**src/rtl/shift_receiver.sv**
```systemverilog
// Serial-in/parallel-out frame receiver: assembles WIDTH bits, MSB first, into a
// held parallel word and flags each completed word with a one-cycle done pulse.
module shift_receiver #(
   parameter int WIDTH = 9,
   parameter int CNT_W = 5
) (
   input  logic             clk,
   input  logic             rst,
   input  logic             start,
   input  logic             shEN,
   input  logic             serialIN,
   output logic [WIDTH-1:0] parallelOUT,
   output logic             done,
   output logic             busy
);

   typedef enum logic [1:0] {IDLE, SHIFT, DONE} state_t;

   state_t           state;
   logic [WIDTH-1:0] shreg;
   logic [CNT_W-1:0] bitCnt;
   logic [WIDTH-1:0] nextWord;

   assign nextWord = {shreg[WIDTH-2:0], serialIN};

   always_ff @(posedge clk) begin
      if (rst) begin
         state       <= IDLE;
         shreg       <= '0;
         bitCnt      <= '0;
         parallelOUT <= '0;
         done        <= 1'b0;
         busy        <= 1'b0;
      end else begin
         done <= 1'b0;
         case (state)
            IDLE: begin
               // The start edge only arms the frame; serialIN is not sampled here.
               if (start) begin
                  state  <= SHIFT;
                  shreg  <= '0;
                  bitCnt <= '0;
                  busy   <= 1'b1;
               end
            end
            SHIFT: begin
               if (shEN) begin
                  shreg <= nextWord;
                  if (bitCnt == CNT_W'(WIDTH - 1)) begin
                     parallelOUT <= nextWord;
                     done        <= 1'b1;
                     bitCnt      <= '0;
                     busy        <= 1'b0;
                     state       <= DONE;
                  end else begin
                     bitCnt <= bitCnt + CNT_W'(1);
                  end
               end
            end
            DONE: begin
               // A start here chains the next frame with no idle gap.
               if (start) begin
                  state  <= SHIFT;
                  shreg  <= '0;
                  bitCnt <= '0;
                  busy   <= 1'b1;
               end else begin
                  state <= IDLE;
               end
            end
            default: begin
               state <= IDLE;
               busy  <= 1'b0;
            end
         endcase
      end
   end

endmodule

```
**config.mk**
```make
export PLATFORM = sky130hd
export DESIGN_NAME = shift_receiver
export DESIGN_NICKNAME = d
export VERILOG_FILES = /design/src/rtl/shift_receiver.sv
export SDC_FILE = /design/constraint.sdc
export NUM_CORES = 1
export LEC_CHECK = 0
export ABC_AREA = 1
export BUFFER_PORTS_ARGS = -buffer_cell sky130_fd_sc_hd__clkbuf_2
export CAP_MARGIN = 10
export CORE_AREA = 2 2 52 54
export DETAILED_ROUTE_END_ITERATION = 8
export DIE_AREA = 0 0 54 56
export GPL_TIMING_DRIVEN = 1
export SETUP_SLACK_MARGIN = 0.15
export SLEW_MARGIN = 20
export SYNTH_ARGS = -nofsm -noshare
export SYNTH_HDL_FRONTEND = slang
export SYNTH_SLANG_ARGS = --single-unit
```
**constraint.sdc**
```tcl
create_clock -name clk -period 2 [get_ports clk]
set_clock_uncertainty 0.2 [all_clocks]
set_input_delay 0.2 -clock clk [delete_from_list [all_inputs] [get_ports clk]]
set_output_delay 0.2 -clock clk [all_outputs]
set_load 0.01 [all_outputs]
```
; ---- After elaboration in Yosys (flattened, before gate mapping)
; Cells that the tools add are included.
[totals]
output_inout_bits = 11
inputBits = 5
regBits = 26
elab_cells = 41
[classes]
n_mux = 17
eq_ne = 7
add_sub_neg = 1
bitwise = 2
reduce_logical = 8
[op_table]
columns = cell, count
row1 = two-way mux 8 bit, 2
row2 = one-hot mux 8 bit (2 select lines), 1
row3 = two-way mux 5 bit, 3
row4 = AND reduction 3 bit, 4
row5 = one-hot mux 5 bit (2 select lines), 1
row6 = two-way mux 2 bit, 3
row7 = != test 2 bit (second input constant), 3
row8 = one-hot mux 2 bit (3 select lines), 1
row9 = adder 5 x 1 -> 5 bit (second input constant), 1
row10 = equality test 5 x 4 -> 1 bit (second input constant), 1
row11 = two-way mux 1 bit, 5
row12 = OR reduction 3 bit, 1
row13 = equality test 2 x 1 -> 1 bit (second input constant), 1
row14 = equality test 2 bit (second input constant), 1
row15 = logical NOT 2 bit, 1
row16 = != test 2 x 1 -> 1 bit (second input constant), 1
row17 = inverter 1 bit, 2
row18 = one-hot mux 1 bit (2 select lines), 1
row19 = nonzero test 2 bit, 1
row20 = OR reduction 2 bit, 1

; ---- Depth between registers and ports, before layout
[depth]
ltp_word = 4
depth_mapped = 10
depth_no_buf = 10

; ---- Worst setup path before layout
; OpenSTA, ideal clock, no wires.
[synth_timing]
kind = register to register
startpoint = register bitCnt[0]
endpoint = register parallelOUT[1]
required_time_ns = 1.687
stages_incl_launch_ff = 11
slack_ns = 0.564
setup_time_ns = 0.113
n_path_buf = 0
t_arrival_ns = 1.123
period_less_slack_ns = 1.436
cell_sequence = dfxtp_1 -> inv_1 -> ha_1 -> nand2_1 -> clkinv_1 -> nand2_2 -> nor2_4 -> nand2_2 -> clkinv_4 -> nand2_1 -> nand2_1
[synth_via]
elab_chain_len = 2
[synth_lines]
columns = item, line
row1 = from (decl), 21  ; logic [CNT_W-1:0] bitCnt;
row2 = from (signal assigned), 56  ; bitCnt <= bitCnt + CNT_W'(1);
row3 = equality test 5 x 4 -> 1 bit, 49  ; if (bitCnt == CNT_W'(WIDTH - 1)) begin
row4 = AND reduction 3 bit (no source line), -
row5 = to (signal assigned), 50  ; parallelOUT <= nextWord;
row6 = to (decl), 12  ; output logic [WIDTH-1:0] parallelOUT,
; Every way passes these cells.
; A chain may end at the register's enable or synchronous reset.

; ---- Worst setup path in the final report
[layout_timing]
startpoint = register bitCnt[0]
endpoint = register parallelOUT[5]
; Same word-level chain as after synthesis.

==> summary.md <==
| Metric | Value |
|---|---|
| Nature of the critical path startpoint | flop |
| Slew @ Worst Pin | 0.374 ns |
| Total negative setup slack | 0 ns |
| Sequential fraction of the synthesis area | 50.0% |
| Static leakage | 0.000546 µW |
| Nets | 167 |
| Worst hold slack | 0.0314 ns |
| Yosys cell types | 16 |
| Pwr per Cell Area | 782 mW/mm² |
| CP Class | reg -> reg |
| Hold Fails Final Rpt | 0 |
| CP Capture Type | flop |
| Fin worst setup slack | 0.448 ns |
| Vias in the first global route | 748 |
| Cells on worst reg2reg path | 10 |
| Layout cell share with drive strength beyond 1 | 20.1% |
| Switching Share | 21.8% |
| Final ANT Viol Nets | 0 |
| Root Buffer | clkbuf_4 |
| Maximum clock path buffer count | 2 |
| Overall via count from detail_route | 904 |
| Critical path buffers and inverters | 3 |
| Final Setup Violations | 0 |
| Tot Pwr | 953 µW |
| Global-route wire length before repair | 3300 µm |
| Critical Path RT | 2.04 ns |
| Core area | 0.00243 mm² |
| Syn_nets | 147 |
| # rows | 18 |
| Syn avg cell area | 7.44 µm² |
| DPL Wire Length | 1430 µm |
| CP max stage cell | dfxtp_1 |
| Flop2flop setup slack | 0.45 ns |
| Iteration-0 DRC Markers | 16 |
| Placement Cell Area | 0.00115 mm² |
| Worst EP arrival | 1.59 ns |
| Mapped Cells | 140 |
| Worst slack, placed | 0.458 ns |
| NetSw | 208 µW |
| DR WL/cell | 10.5 µm |
| Port buffer count | 15 |
| Fmax | 644 MHz |
| Global-route usage over all layers | 14.2% |
| Largest net degree at the start of global routing | 16 |
| Logic pwr share | 6.2% |
| WP depth | 10 |
| Horiz. Die Dim | 54 µm |
| H-tree depth | 1 |
| Slowest stage delay, CP | 0.42 ns |
| Max VDD drop | 466 µV |
| CTS tree | done |
| Hold Crit Class | in -> reg |
| CTS Sinks | 26 |
| Critical Path Source | bitCnt[0] |
| Drt pass-1 iters | 4 |
| CP top delay family | simple AND/OR/NAND/NOR gates |
| Reg2reg end | parallelOUT[5] |
| Synthesized area | 0.00104 mm² |
| Origin of the critical flop-to-flop path | bitCnt[0] |
| Clock Latency Late Sink | 0.32 ns |
| Routability Congestion | 0.785 |
| Final period util | 77.6% |
| Finished Cell Area | 0.00122 mm² |
| RSZ-0062 raised after global routing | no |
| Residual DRC | 0 |
| Initial core utilization | 42.8% |
| Post-route minimum period | 1.55 ns |
| Drt via density | 4.78 |
| DIE AREA | 0.00302 mm² |
| Final global-route overflow total | 0 |
| Sequential power share | 55.6% |
| Max-slew violations | 0 |
| Critical path, cell by cell | inv_1 > ha_1 > nand2_1 > clkinv_1 > nand2_2 > nor2_4 > nand2_2 > clkinv_4 > nand2_1 > nand2_1 |
| Clock power share | 38.2% |
| CP max FO | 9 |
| Initial antenna violation count | 0 |
| Worst slew margin | 75.1% |
| Total CTS buffers | 3 |
| CP Capture Point | parallelOUT[5] |
| Total of max-cap violations | 0 |
| # diodes | 0 |
| P&R area growth vs syn | 17.1% |
| Drt total wl | 1980 µm |
| Most used cell, CP | nand2_1 |
| Internal | 745 µW |
| I/O pin total | 16 |
| #FFs+latches synth | 26 |
| CTS clk-pin slew, worst paths | 0.15 ns |
| Yosys warnings | 0 |
| DIE HEIGHT | 56 µm |
| Outcome | finished, final reports clean |
| Post-CTS Resized | 0 |
-- power groups by stage --
stage | combinational, µW | sequential (µW) | clock, µW
finish | 58.8 | 529 | 364
global route | 67.4 | 531 | 393
detailed placement | 56.0 | 540 | 0
floorplan | 38.6 | 540 | 0
CTS | 59.7 | 529 | 374
global placement | 56.0 | 540 | 0
-- routing by layer --
metal,global-route usage [%],routed length (µm),vias up
li1,-,-,486
met1,21.0,1060,406
met2,20.4,848,10
met3,3.23,57,2
met4,4.29,15,0
met5,0,0,-
-- state kept, by name, summed over array words and instances, names as in the netlist --
name         flops
bitCnt           5
done             1
state            2
parallelOUT      9
busy             1
shreg            8
-- final cells by class --
class | count | area, µm²
clock buffers | 3 | 22.5
clock inverters | 1 | 30.0
fillers | 241 | 1210
inverters | 14 | 57.6
multi-input cells | 98 | 455
flip-flops and latches | 26 | 520
well taps | 30 | 37.5
repair buffers | 17 | 95.1
-- cell families after synthesis --
kind of cell | Yosys count | share of synthesized area, %
and+or+nand+nor | 80 | 33.7
DFF | 26 | 50.0
AOI/OAI and AO/OA | 16 | 7.69
buffers and inverters | 16 | 6.25
adders and majority gates | 2 | 2.40
-- repair_timing --
action	in CTS	in global routing
buffers inserted	0	0
endpoints found under the hold margin	3	0
hold buffers	2	0
-- through the flow --
stage	cells	utilization, %
after CTS	189	50.1
final	189	50.1
after detailed placement	183	47.1
after global placement	183	47.1
after global routing	189	50.1
after floorplan	140	-
-- worst min-delay path by stage --
stage	start	endpoint	depth (start not counted)
final	rst	shreg[5]	2
after detailed placement	serialIN	parallelOUT[0]	3
after global routing	rst	shreg[1]	2
after floorplan	rst	bitCnt[1]	1
after CTS	rst	shreg[0]	2
after global placement	serialIN	parallelOUT[0]	3
-- cells in the mapped netlist (all sizes together) --
cell type / count / area [µm²]
clkinv: 2 / 12.5
nand2: 52 / 208
inv: 12 / 45.0
nand4: 2 / 12.5
nand3: 10 / 50.1
ha: 2 / 25.0
o21ai: 3 / 15.0
clkbuf: 2 / 7.51
a21oi: 13 / 65.1
nor2: 16 / 80.1
dfxtp: 26 / 521
-- cells in the final DEF (no fill, tap or decap) --
cell type and n:
dfxtp_1 26, ha_1 2, bufinv_16 1, o21ai_0 3, clkinv_1 1, nor2_2 2, nor2_4 2, clkinv_4 1
inv_1 9, a21oi_1 13, nand2_1 47, nand2_2 5, nand3_1 10, clkbuf_2 15, dlygate4sd3_1 2, nor2_1 12
nand4_1 2, inv_2 3, clkbuf_4 3
Note: power is estimated with default switching activity, not from simulation.
